## config.mk

```make
export PLATFORM = sky130hd
export DESIGN_NAME = led_blink_scheduler
export DESIGN_NICKNAME = d
export VERILOG_FILES = /design/src/rtl/led_blink_scheduler.sv
export SDC_FILE = /design/constraint.sdc
export NUM_CORES = 1
export LEC_CHECK = 0
export CAP_MARGIN = 30
export CORE_MARGIN = 8
export CORE_UTILIZATION = 55
export DETAILED_ROUTE_END_ITERATION = 8
export GPL_ROUTABILITY_DRIVEN = 0
export PLACE_DENSITY_LB_ADDON = 0.1
export SKIP_LAST_GASP = 1
export SLEW_MARGIN = 10
export SYNTH_ARGS = -nofsm -noshare
export SYNTH_HDL_FRONTEND = slang
export SYNTH_SLANG_ARGS = --single-unit
```

## constraint.sdc

```tcl
create_clock -name CLOCK_50 -period 3.2 [get_ports CLOCK_50]
set_input_delay 0.64 -clock CLOCK_50 [delete_from_list [all_inputs] [get_ports CLOCK_50]]
set_output_delay 0.64 -clock CLOCK_50 [all_outputs]
set_load 0.05 [all_outputs]
```

## src/rtl/led_blink_scheduler.sv

```systemverilog
// Multi-channel LED sequencer: one shared prescaler tick drives NCH channels,
// each configurable as OFF, ON, free-running BLINK or a counted BURST.
//
// state    | meaning
// CH_OFF   | LED held low, ticks ignored
// CH_ON    | LED held high, ticks ignored
// CH_BLINK | LED toggles every eff_period ticks, forever
// CH_BURST | like BLINK; each high->low toggle consumes one pulse, then OFF

module led_blink_scheduler #(
  parameter int CLK_HZ  = 50000000,
  parameter int TICK_HZ = 10,
  parameter int NCH     = 4,
  localparam int CHW    = (NCH > 1) ? $clog2(NCH) : 1
) (
  input  logic           CLOCK_50,
  input  logic           reset,
  input  logic           cfg_valid,
  output logic           cfg_ready,
  input  logic [CHW-1:0] cfg_ch,
  input  logic [1:0]     cfg_mode,
  input  logic [3:0]     cfg_period,
  input  logic [3:0]     cfg_count,
  output logic [NCH-1:0] LED,
  output logic [NCH-1:0] busy,
  output logic [NCH-1:0] done_pulse,
  output logic           tick
);

  localparam int DIV = CLK_HZ / TICK_HZ;
  localparam int PW  = (DIV > 1) ? $clog2(DIV) : 1;
  localparam logic [PW-1:0] DIV_LAST = PW'(DIV - 1);

  generate
    if (DIV < 2) begin : g_bad_div
      $error("led_blink_scheduler: CLK_HZ/TICK_HZ must be at least 2");
    end
    if (NCH < 1 || NCH > 16) begin : g_bad_nch
      $error("led_blink_scheduler: NCH must be in 1..16");
    end
  endgenerate

  typedef enum logic [1:0] {
    CH_OFF   = 2'b00,
    CH_ON    = 2'b01,
    CH_BLINK = 2'b10,
    CH_BURST = 2'b11
  } ch_mode_t;

  logic [PW-1:0]  presc;
  logic           tick_now;
  logic [NCH-1:0] wr_hit;

  ch_mode_t       ch_state  [NCH];
  logic [3:0]     phase     [NCH];
  logic [3:0]     period    [NCH];
  logic [3:0]     remaining [NCH];

  function automatic logic [3:0] eff_per(input logic [3:0] p);
    return (p == 4'd0) ? 4'd1 : p;
  endfunction

  // Channels act on the same edge that raises the registered tick strobe.
  assign tick_now = (presc == DIV_LAST);

  always_comb begin
    wr_hit = '0;
    if (cfg_valid && cfg_ready) begin
      for (int i = 0; i < NCH; i++) begin
        if (int'(cfg_ch) == i) wr_hit[i] = 1'b1;
      end
    end
  end

  always_ff @(posedge CLOCK_50 or negedge reset) begin
    if (!reset) begin
      presc     <= '0;
      tick      <= 1'b0;
      cfg_ready <= 1'b0;
    end else begin
      cfg_ready <= 1'b1;
      if (tick_now) begin
        presc <= '0;
        tick  <= 1'b1;
      end else begin
        presc <= presc + 1'b1;
        tick  <= 1'b0;
      end
    end
  end

  always_ff @(posedge CLOCK_50 or negedge reset) begin
    if (!reset) begin
      for (int i = 0; i < NCH; i++) begin
        ch_state[i]  <= CH_OFF;
        phase[i]     <= 4'd0;
        period[i]    <= 4'd0;
        remaining[i] <= 4'd0;
      end
      LED        <= '0;
      busy       <= '0;
      done_pulse <= '0;
    end else begin
      done_pulse <= '0;
      for (int i = 0; i < NCH; i++) begin
        if (wr_hit[i]) begin
          // A write always wins over a coincident tick and aborts any burst.
          busy[i] <= 1'b0;
          case (ch_mode_t'(cfg_mode))
            CH_OFF: begin
              ch_state[i] <= CH_OFF;
              LED[i]      <= 1'b0;
            end
            CH_ON: begin
              ch_state[i] <= CH_ON;
              LED[i]      <= 1'b1;
            end
            CH_BLINK: begin
              ch_state[i] <= CH_BLINK;
              LED[i]      <= 1'b1;
              phase[i]    <= 4'd0;
              period[i]   <= cfg_period;
            end
            default: begin
              if (cfg_count != 4'd0) begin
                ch_state[i]  <= CH_BURST;
                LED[i]       <= 1'b1;
                phase[i]     <= 4'd0;
                period[i]    <= cfg_period;
                remaining[i] <= cfg_count;
                busy[i]      <= 1'b1;
              end else begin
                ch_state[i]   <= CH_OFF;
                LED[i]        <= 1'b0;
                done_pulse[i] <= 1'b1;
              end
            end
          endcase
        end else if (tick_now && (ch_state[i] == CH_BLINK || ch_state[i] == CH_BURST)) begin
          if (phase[i] == eff_per(period[i]) - 4'd1) begin
            phase[i] <= 4'd0;
            LED[i]   <= ~LED[i];
            if (ch_state[i] == CH_BURST && LED[i]) begin
              if (remaining[i] == 4'd1) begin
                ch_state[i]   <= CH_OFF;
                busy[i]       <= 1'b0;
                done_pulse[i] <= 1'b1;
                remaining[i]  <= 4'd0;
              end else begin
                remaining[i] <= remaining[i] - 4'd1;
              end
            end
          end else begin
            phase[i] <= phase[i] + 4'd1;
          end
        end
      end
    end
  end

endmodule
```

==> flow_summary.yaml <==
floorplan:
  initial_utilization_pct: 56.2
  ios: 29
  row_count: 35
  dieWidth_um: 113
  core_area_sq_um: 9150
  dieArea_sq_um: 12700
  die_h_um: 113
setup_path:
  cp_num_buf_inv: 1
  max_stage_delay_ps: 670
  worstPathMaxFanout: 11
  end_kind: "flip-flop"
  cp.required_ps: 3480
  path_class: "flip-flop to flip-flop"
  cp_common_cell: "or4_1"
  path_cells: "ha_1 > nand2_1 > or4_1 > or4_1 > inv_2 > nand4_1 > or3_1 > o211ai_1"
  startpoint_type: "flip-flop"
  arrival_ps: 3290
  crit_family: "simple AND/OR/NAND/NOR gates"
  worst_path_max_delay_cell: "or4_1"
clocking:
  cts_max_level: 3
  cts_hold_buf: 0
  clkTransAtPathRegs_ps: 90
  cts_tree: "built"
  clock-sinks: 93
  clock_latency_ps: 370
  numCtsBuffers: 9
  cts_buffer_depth: 2
  root_buffer: "clkbuf_8"
sta:
  fin_crit_sh_pct: 94.0
  fin_crit_ps: 3010
  hold_violations: 0
  finalSetupViolCount: 0
  slew_viol_final: 0
  skew_ps: 15.2
  fin_ws_ps: 192
  fin_setup_tns_ps: 0
  max_freq_mhz: 332
  relSlewSlack_pct: 53.1
  worst_slew_pin_slew_ps: 704
synth:
  async_flop_share_pct: 100
  synth_edf_count: 0
  netlist_area_sq_um: 5140
  post_synth.cell_area_avg_sq_um: 9.63
  synth-seq-cells: 93
  yosys.cell_types.count: 65
  synthesis.nets: 570
  syn_inst: 534
  ys_seq_area_share_pct: 45.3
  synth_flop_cell: "dfrtp_1"
  synth_warnings: 0
global_route:
  antenna_found_initial: 0
  grt_max_degree: 55
  grt_use_total_pct: 19.8
  grt_pass1_vias: 4066
  overflow: 0
  grt_pass1_wl_um: 20300
detailed_routing:
  routed_wl_um: 12000
  post-route-drc-count: 0
  drt_pass1_iterations: 5
  drt_iter0_drc: 314
  wl_per_cell_um: 17.2
  vias: 4229
  ant_nets: 0
  vias_per_cell: 6.08
cells_and_area:
  diodes: 0
  multi_input_area_sq_um: 2670
  layout_common_cells: "93 x dfrtp_1, 58 x nand2_1, 44 x nor2_1"
  nNetsFinal: 616
  layout_commonest_cell: "dfrtp_1"
  post_route_cells_drive_above_1_share_pct: 10.4
  syn_to_final_growth_pct: 14.2
  ff_latch_area_sq_um: 2330
  nFillCells: 744
placed_design:
  place.detailed.hpwl_um: 8800
  dp_slack_ps: 177
  portBuffers: 28
hold_path:
  hp-class: "primary input to async pin"
outcome:
  status: "complete, no violations"
power_and_ir_drop:
  power_w: 0.00310
  peakVddDrop_uv: 201
  leakage_nw: 2.60
  p_per_area_nw_per_um2: 527
flow_run:
  drv_cap: 0
==> per-stage QoR <==
stage          instances  hold WS (ps)  instance area (sq um)  util [%]
3_3_place_gp         680           463                   5660      61.8
6_report             696           309                   5870      64.1
3_5_place_dp         680           467                   5660      61.8
5_1_grt              696           363                   5870      64.1
4_1_cts              696           342                   5860      64.1
2_1_floorplan        534           344                   5140         -
==> worst reg2reg max path, delay by kind of cell (launching register included) <==
kind | cells | cell delay (ps)
adders and majority gates | 1 | 220
AOI/OAI and AO/OA | 1 | 90
DFF | 1 | 400
buffers and inverters | 1 | 220
and+or+nand+nor | 5 | 2010
==> state kept, by name, summed over array words and instances (netlist names) <==
register,flops
ch_state,8
cfg_ready,1
LED,4
tick,1
presc,23
busy,4
period,16
done_pulse,4
phase,16
remaining,16
==> repair_timing <==
item	CTS	global route
buffers inserted	0	0
resized for setup	0	1
setup endpoints to repair	0	1
==> area by class of cell <==
class                   count  share of cell area, %
multi-input cells         401                   45.4
repair buffers             45                   7.12
clock inverters             6                   1.17
well taps                 111                   2.37
inverters                  30                   1.92
flip-flops and latches     93                   39.7
clock buffers              10                   2.34
==> final timing paths <==
path,endpoint,depth (start not counted),start,slack (ps)
setup / recovery,remaining[12],8,presc[0],190
hold / removal,phase[10],1,reset,310
setup reg to reg,remaining[12],8,presc[0],190
hold reg to reg,ch_state[6],2,ch_state[6],480
max in group asynchronous,period[7],2,reset,2240
min in group CLOCK_50,ch_state[6],2,ch_state[6],480
==> cells in the mapped netlist, types with 10 or more instances <==
master / n / area share, %
dfrtp_1: 93 / 45
nand2_1: 58 / 4.2
nor2_1: 44 / 3.2
nand3_1: 32 / 3.1
o21ai_0: 30 / 2.9
inv_1: 29 / 2.1
ha_1: 21 / 5.1
nor3_1: 16 / 1.6
mux2_2: 15 / 3.3
xnor2_1: 14 / 2.4
xor2_1: 14 / 2.4
nand4_1: 12 / 1.5
nand2b_1: 11 / 1.3
nor4_1: 11 / 1.3
a21oi_1: 10 / 0.97
==> power breakdown <==
group          leakage, nW  internal, W  switching, W
Combinational         1.30     0.000360      0.000419
Sequential            1.19      0.00131      0.000171
Clock                0.104     0.000390      0.000445
==> per-layer routing <==
metal  up-vias  track usage [%]  share of wire [%]
met2        90             30.7                 46
li1       2026                -                  -
met5         -                0                  0
met4         0             5.76                1.2
met3        16             4.24                4.4
met1      2097             27.3                 48
==> logic make-up (layout without fill, tap and decap cells) <==
family	Yosys count	after routing	share of synthesized area, %
and+or+nand+nor	235	235	23.9
AOI/OAI and AO/OA	94	94	12.5
DFF	93	93	45.3
buffers and inverters	40	91	2.97
xor gates and xnor gates	31	31	6.13
adders and majority gates	21	21	5.11
muxes	19	19	4.07
other	1	1	0.0730
Power figures use the tool's default switching activity.
